$ cat src/rtl/uart_rx_deframer.sv
// -----------------------------------------------------------------------------
// uart_rx_deframer
//
// Receive-side UART deframer. Oversamples the serial line, detects the start
// bit, and recovers DATAWIDTH data bits LSB-first. An optional parity bit and
// one stop bit follow. Each bit value is the majority vote of three samples
// taken around the bit centre. A good frame updates P_DATA and pulses
// data_Valid. Parity and stop-bit problems are flagged with one-cycle pulses
// instead, and P_DATA keeps its previous value.
//
// Optional build macro:
//   UART_RX_SYNC_EN - when defined, RX_IN passes through a 2-flop synchronizer
//                     (both flops reset to 1) and all timing shifts by +2 clk.
//                     When undefined, RX_IN must already be synchronous to clk.
//
// Ports:
//   clk        in   system clock, rising edge
//   rst        in   asynchronous active-low reset
//   RX_IN      in   serial line, idle high
//   PAR_EN     in   1 = frame carries a parity bit (latched at frame start)
//   PAR_TYP    in   0 = even, 1 = odd parity (latched at frame start)
//   P_DATA     out  last correctly received word
//   data_Valid out  one-cycle pulse when P_DATA is updated
//   par_err    out  one-cycle pulse on parity mismatch
//   stp_err    out  one-cycle pulse when the stop bit is sampled low
//   busy       out  high while a frame is in progress
// -----------------------------------------------------------------------------
module uart_rx_deframer #(
    parameter int DATAWIDTH  = 8,
    parameter int OVERSAMPLE = 8,
    parameter int CNTW       = 5
) (
    input  logic                 clk,
    input  logic                 rst,
    input  logic                 RX_IN,
    input  logic                 PAR_EN,
    input  logic                 PAR_TYP,
    output logic [DATAWIDTH-1:0] P_DATA,
    output logic                 data_Valid,
    output logic                 par_err,
    output logic                 stp_err,
    output logic                 busy
);

    localparam int M   = OVERSAMPLE / 2;
    localparam int BCW = (DATAWIDTH > 1) ? $clog2(DATAWIDTH) : 1;

    localparam logic [CNTW-1:0] TICK_LAST = CNTW'(OVERSAMPLE - 1);
    localparam logic [CNTW-1:0] TICK_S0   = CNTW'(M - 1);
    localparam logic [CNTW-1:0] TICK_S1   = CNTW'(M);
    localparam logic [CNTW-1:0] TICK_VOTE = CNTW'(M + 1);
    localparam logic [BCW-1:0]  BIT_LAST  = BCW'(DATAWIDTH - 1);

    typedef enum logic [2:0] {
        IDLE   = 3'd0,
        START  = 3'd1,
        DATA   = 3'd2,
        PARITY = 3'd3,
        STOP   = 3'd4
    } state_t;

    state_t state_reg, state_next;

    logic                 rx;
    logic [CNTW-1:0]      tick_reg;
    logic [BCW-1:0]       bit_cnt_reg;
    logic [DATAWIDTH-1:0] shift_reg;
    logic                 samp0_reg, samp1_reg;
    logic                 par_bit_reg;
    logic                 frame_par_en_reg, frame_par_typ_reg;

    logic                 tick_end, vote_tick, last_bit, voted, par_exp;
    logic                 valid_next, par_err_next, stp_err_next;

    // -------------------------------------------------------------------------
    // Line input, optionally synchronized
    // -------------------------------------------------------------------------
`ifdef UART_RX_SYNC_EN
    logic rx_meta_reg, rx_sync_reg;

    // Both flops reset high so the idle line is not mistaken for a start bit.
    always_ff @(posedge clk or negedge rst) begin
        if (!rst) begin
            rx_meta_reg <= 1'b1;
            rx_sync_reg <= 1'b1;
        end else begin
            rx_meta_reg <= RX_IN;
            rx_sync_reg <= rx_meta_reg;
        end
    end

    assign rx = rx_sync_reg;
`else
    assign rx = RX_IN;
`endif

    // -------------------------------------------------------------------------
    // Shared decode
    // -------------------------------------------------------------------------
    assign tick_end  = (tick_reg == TICK_LAST);
    assign vote_tick = (tick_reg == TICK_VOTE);
    assign last_bit  = (bit_cnt_reg == BIT_LAST);

    // The third sample is the live line value at tick M+1, so the vote
    // resolves in the same cycle as that sample.
    assign voted = (samp0_reg & samp1_reg) | (samp0_reg & rx) | (samp1_reg & rx);

    // Even parity expects the XOR of the data bits; odd parity expects its inverse.
    assign par_exp = (^shift_reg) ^ frame_par_typ_reg;

    // -------------------------------------------------------------------------
    // FSM: state register
    // -------------------------------------------------------------------------
    always_ff @(posedge clk or negedge rst) begin
        if (!rst) begin
            state_reg <= IDLE;
        end else begin
            state_reg <= state_next;
        end
    end

    // -------------------------------------------------------------------------
    // FSM: next-state logic
    // -------------------------------------------------------------------------
    always_comb begin
        state_next = state_reg;
        case (state_reg)
            IDLE: begin
                if (!rx) begin
                    state_next = START;
                end
            end
            START: begin
                // A start bit that votes high was a glitch; drop it quietly.
                if (vote_tick && voted) begin
                    state_next = IDLE;
                end else if (tick_end) begin
                    state_next = DATA;
                end
            end
            DATA: begin
                if (tick_end && last_bit) begin
                    state_next = frame_par_en_reg ? PARITY : STOP;
                end
            end
            PARITY: begin
                if (tick_end) begin
                    state_next = STOP;
                end
            end
            STOP: begin
                // Leave at the decision tick, not at the end of the stop bit.
                // This lets a back-to-back start bit be caught on time.
                if (vote_tick) begin
                    state_next = IDLE;
                end
            end
            default: state_next = IDLE;
        endcase
    end

    // -------------------------------------------------------------------------
    // FSM: output logic (values registered into the strobes below)
    // -------------------------------------------------------------------------
    always_comb begin
        valid_next   = 1'b0;
        par_err_next = 1'b0;
        stp_err_next = 1'b0;
        if (state_reg == STOP && vote_tick) begin
            stp_err_next = ~voted;
            par_err_next = frame_par_en_reg & (par_bit_reg != par_exp);
            valid_next   = voted & ~(frame_par_en_reg & (par_bit_reg != par_exp));
        end
    end

    assign busy = (state_reg != IDLE);

    // -------------------------------------------------------------------------
    // Datapath: counters, sampling, shift register, frame settings
    // -------------------------------------------------------------------------
    always_ff @(posedge clk or negedge rst) begin
        if (!rst) begin
            tick_reg          <= '0;
            bit_cnt_reg       <= '0;
            shift_reg         <= '0;
            samp0_reg         <= 1'b1;
            samp1_reg         <= 1'b1;
            par_bit_reg       <= 1'b0;
            frame_par_en_reg  <= 1'b0;
            frame_par_typ_reg <= 1'b0;
        end else if (state_reg == IDLE) begin
            // Counters are held clear in IDLE, so they start at 0 on the
            // first cycle of START.
            tick_reg    <= '0;
            bit_cnt_reg <= '0;
            if (!rx) begin
                frame_par_en_reg  <= PAR_EN;
                frame_par_typ_reg <= PAR_TYP;
            end
        end else begin
            tick_reg <= tick_end ? '0 : tick_reg + CNTW'(1);

            if (tick_reg == TICK_S0) begin
                samp0_reg <= rx;
            end
            if (tick_reg == TICK_S1) begin
                samp1_reg <= rx;
            end

            if (state_reg == DATA) begin
                if (vote_tick) begin
                    shift_reg[bit_cnt_reg] <= voted;
                end
                if (tick_end) begin
                    bit_cnt_reg <= bit_cnt_reg + BCW'(1);
                end
            end

            if (state_reg == PARITY && vote_tick) begin
                par_bit_reg <= voted;
            end
        end
    end

    // -------------------------------------------------------------------------
    // Registered outputs
    // -------------------------------------------------------------------------
    always_ff @(posedge clk or negedge rst) begin
        if (!rst) begin
            P_DATA     <= '0;
            data_Valid <= 1'b0;
            par_err    <= 1'b0;
            stp_err    <= 1'b0;
        end else begin
            data_Valid <= valid_next;
            par_err    <= par_err_next;
            stp_err    <= stp_err_next;
            if (valid_next) begin
                P_DATA <= shift_reg;
            end
        end
    end

endmodule
$ cat config.mk
export PLATFORM = sky130hd
export DESIGN_NAME = uart_rx_deframer
export DESIGN_NICKNAME = d
export VERILOG_FILES = /design/src/rtl/uart_rx_deframer.sv
export SDC_FILE = /design/constraint.sdc
export NUM_CORES = 1
export LEC_CHECK = 0
export CAP_MARGIN = 20
export CORE_MARGIN = 3
export CORE_UTILIZATION = 45
export CTS_CLUSTER_DIAMETER = 120
export CTS_CLUSTER_SIZE = 12
export DETAILED_ROUTE_END_ITERATION = 7
export PLACE_DENSITY = 0.64
export SKIP_LAST_GASP = 1
export SYNTH_ARGS = -nofsm -noshare
export SYNTH_HDL_FRONTEND = slang
export SYNTH_SLANG_ARGS = --single-unit
$ cat constraint.sdc
create_clock -name clk -period 1.9 [get_ports clk]
set_input_delay 0.57 -clock clk [delete_from_list [all_inputs] [get_ports clk]]
set_output_delay 0.57 -clock clk [all_outputs]
set_load 0.02 [all_outputs]
==> summary.md, run 1 <==
| Metric | Value |
|---|---|
| GRT Total Usage | `0.175` |
| Clock tree buffer depth | `2` |
| Sequential share of the synthesized area | `0.505` |
| Initial drt markers | `66` |
| First-pass iteration count of the detailed router | `4` |
| Reg-to-reg slack, setup | `-0.05 ns` |
| Startpoint Class | `flip-flop` |
| Highest routed layer | `met4` |
| CTS H-tree depth | `2` |
| Drt via density | `5.31` |
| Critical path's slowest cell | `xnor3_1` |
| Synthesized net count | `157` |
| IO Pins | `17` |
| Fin Setup TNS | `-0.318 ns` |
| Hold path start | `P_DATA[1]` |
| Hold EP | `P_DATA[1]` |
| Largest net degree at the start of global routing | `36` |
| Finish-stage setup viols | `9` |
| #FFs+latches synth | `35` |
| R2R depth | `6` |
| Max Cap Violations | `0` |
| Yosys top cell area share | `0.475` |
| Total clock sinks | `35` |
| Initial Utilization | `0.494` |
| Routed Wire Length | `3460 um` |
| Pleak | `1.06 nW` |
| Dpl ws | `-0.492 ns` |
| Number of instances in the placed design | `225` |
| Final Cell Area | `2300 um^2` |
| Vias in the first global route | `1280` |
| Buffers and inverters on the worst path | `1` |
| DP HPWL | `2460 um` |
| Metal-1 WL | `1520 um` |
| Setup crit end kind | `flip-flop` |
| Final hold slack | `0.507 ns` |
| Routed Antenna Nets | `0` |
| Worst EP required | `2.07 ns` |
| Worst skew pair latency | `0.29 ns` |
| Residual DRC | `0` |
| Cells after Synth | `147` |
| Setup ws final | `-0.0473 ns` |
| Pwr Total | `2.90 mW` |
| Pins Over Slew Limit | `0` |
| Metal3 WL | `207 um` |
| Fmax | `514 MHz` |
| Die H | `68.2 um` |
| Fin cells | `239` |
| Gp weighted congestion | `0.826` |
| Crit-path leading delay family | `XOR/XNOR gates` |
| Crit path cell chain | `xnor2_1 > xnor3_1 > xnor2_2 > a21oi_4 > buf_12 > mux2_2` |
| IO Port Bufs | `16` |
| Biggest fanout along the worst timing path | `9` |
| Ant diodes | `0` |
| Mapped Area | `1740 um^2` |
| WS Path Type | `reg -> reg` |
| Max transition margin | `0.786` |
| DP Area | `2130 um^2` |
| Crit-path max cell delay | `0.46 ns` |
| Crit path DAT | `2.12 ns` |
| Status | `finished, violations left` |
| Vias | `1270` |
| Fill cell total of the finished layout | `275` |
| Total gr overflow | `0` |
| Worst r2r dst | `P_DATA[4]` |
| Critical Path Stages | `6` |
| Most frequent cell after synthesis | `dfrtp_1` |
| Post-synth EDFFs | `0` |
| WHS Path Cells | `1` |
| Pwr Density | `1260 nW/um^2` |
| Final period utilization | `1.02` |
| Skew final | `0.00674 ns` |
| Layout area overhead | `32.2%` |
| Met2 Wirelength | `1640 um` |
| Synth warn | `0` |
| Violated checks | `setup timing` |
| Clk pin slew, worst setup/hold paths | `0.07 ns` |
| Cts hold-fix bufs | `0` |
| Final Util | `0.653` |
| Nets@finish | `202` |
| Layout cells sized above 1 | `0.383` |
| Synth top cells by count | `dfrtp_1, mux2_2, nor2_1, nand2_1, nand3_1` |
| Die footprint | `4650 um^2` |
| RSZ-0062 raised after global routing | `true` |
| Count of final hold-check violations | `0` |
| Maximum vdd ir drop | `781 uV` |
| Clock tree from TritonCTS | `yes` |
| Synth cell types | `37` |
| First-pass GRT wire length | `5880 um` |
| FFs w/ async S/R, synth | `1.00` |
| Drt wl/cell | `14.5 um` |
| Die outline width | `68.2 um` |
| Synth Flop Type | `dfrtp_1` |
| Synth top area cells | `dfrtp_1, mux2_2, ha_1` |
| Hold Crit Class | `reg -> reg` |
| CTS buffer count | `5` |
| Synth area leader | `dfrtp_1` |
| Core footprint | `3520 um^2` |
| Fin crit period | `1.95 ns` |
| Worst Max-Slew Pin Slew | `0.321 ns` |
| Worst R2R Start | `shift_reg[5]` |
| Num rows | `21` |
| Clock Root Buffer | `clkbuf_8` |
| Syn_area_per_cell | `11.8 um^2` |
| Initial antenna violation count | `0` |
==> power by group <==
group | leakage (nW) | internal (mW) | switching, mW
Clock | 0.0422 | 0.257 | 0.249
Combinational | 0.548 | 0.696 | 0.665
Sequential | 0.468 | 0.908 | 0.123
==> layer usage <==
layer / global-route usage / vias up
li1: - / 609
met1: 0.217 / 615
met2: 0.271 / 37
met3: 0.0493 / 9
met4: 0.0993 / 0
met5: 0 / -
==> worst reg2reg max path: stages (launching register included) <==
cell and delay, ns:
dfrtp_1 0.39, xnor2_1 0.18, xnor3_1 0.46, xnor2_2 0.18
a21oi_4 0.16, buf_12 0.14, mux2_2 0.33
==> cells by family after synthesis <==
kind of cell             Yosys count  share of synthesized area
AND/OR/NAND/NOR                   46                      0.140
flip-flops                        35                      0.505
multiplexers                      23                      0.149
AO/OA/AOI/OAI                     14                     0.0698
buffers and inverters             12                     0.0273
XOR/XNOR                          11                     0.0676
adder cells (fa/ha/maj)            6                     0.0417
==> timing repair <==
action	4_1_cts	5_1_grt
gates resized for setup	7	9
setup endpoints to repair	13	15
setup buffers	2	4
pin swaps	7	3
==> area by class of cell <==
cell class,count,area [um^2],area share
Tap cell,46,57.6,0.0250
Sequential cell,35,878,0.382
Timing Repair Buffer,45,397,0.172
Multi-Input combinational cell,100,867,0.377
Clock inverter,1,5.00,0.00218
Clock buffer,7,76.3,0.0332
Inverter,5,18.8,0.00816
==> placed cells by master, fill, tap and decap left out, types with 2 or more instances in the layout <==
cell	netlist	layout
nand3b_1	3	3
nand4_1	4	4
inv_1	5	4
mux2_2	23	22
clkbuf_1	4	2
clkdlybuf4s50_1	0	14
nand3_1	8	8
dfstp_2	2	2
nor3b_2	0	2
nor3_2	0	2
xnor2_2	1	2
a22o_1	3	3
dfrtp_1	33	33
nand2_1	9	8
buf_4	0	27
nor2_1	12	12
buf_12	0	2
xnor2_1	7	6
xor2_1	2	2
ha_1	5	4
nor2b_1	2	2
clkbuf_8	0	5
==> worst max path at each step <==
stage	from	end	slack (ns)
finish	shift_reg[5]	P_DATA[4]	-0.05
global route	shift_reg[5]	P_DATA[4]	-0.12
CTS	shift_reg[4]	P_DATA[4]	-0.06
detailed placement	RX_IN	state_reg[1]	-0.49
global placement	RX_IN	state_reg[1]	-0.38
floorplan	shift_reg[5]	P_DATA[0]	0.03
Power figures use the tool's default switching activity.
==> run 2, diff against run 1 <==
--- a/config.mk
+++ b/config.mk
@@ -5,12 +5,13 @@
 export SDC_FILE = /design/constraint.sdc
 export NUM_CORES = 1
 export LEC_CHECK = 0
-export CAP_MARGIN = 20
+export CAP_MARGIN = 15
 export CORE_MARGIN = 3
 export CORE_UTILIZATION = 45
 export CTS_CLUSTER_DIAMETER = 120
-export CTS_CLUSTER_SIZE = 12
+export CTS_CLUSTER_SIZE = 30
 export DETAILED_ROUTE_END_ITERATION = 7
+export GPL_ROUTABILITY_DRIVEN = 0
 export PLACE_DENSITY = 0.64
 export SKIP_LAST_GASP = 1
 export SYNTH_ARGS = -nofsm -noshare
==> results of run 2 <==
No change in the layout: final DEF, timing and power equal those of run 1.
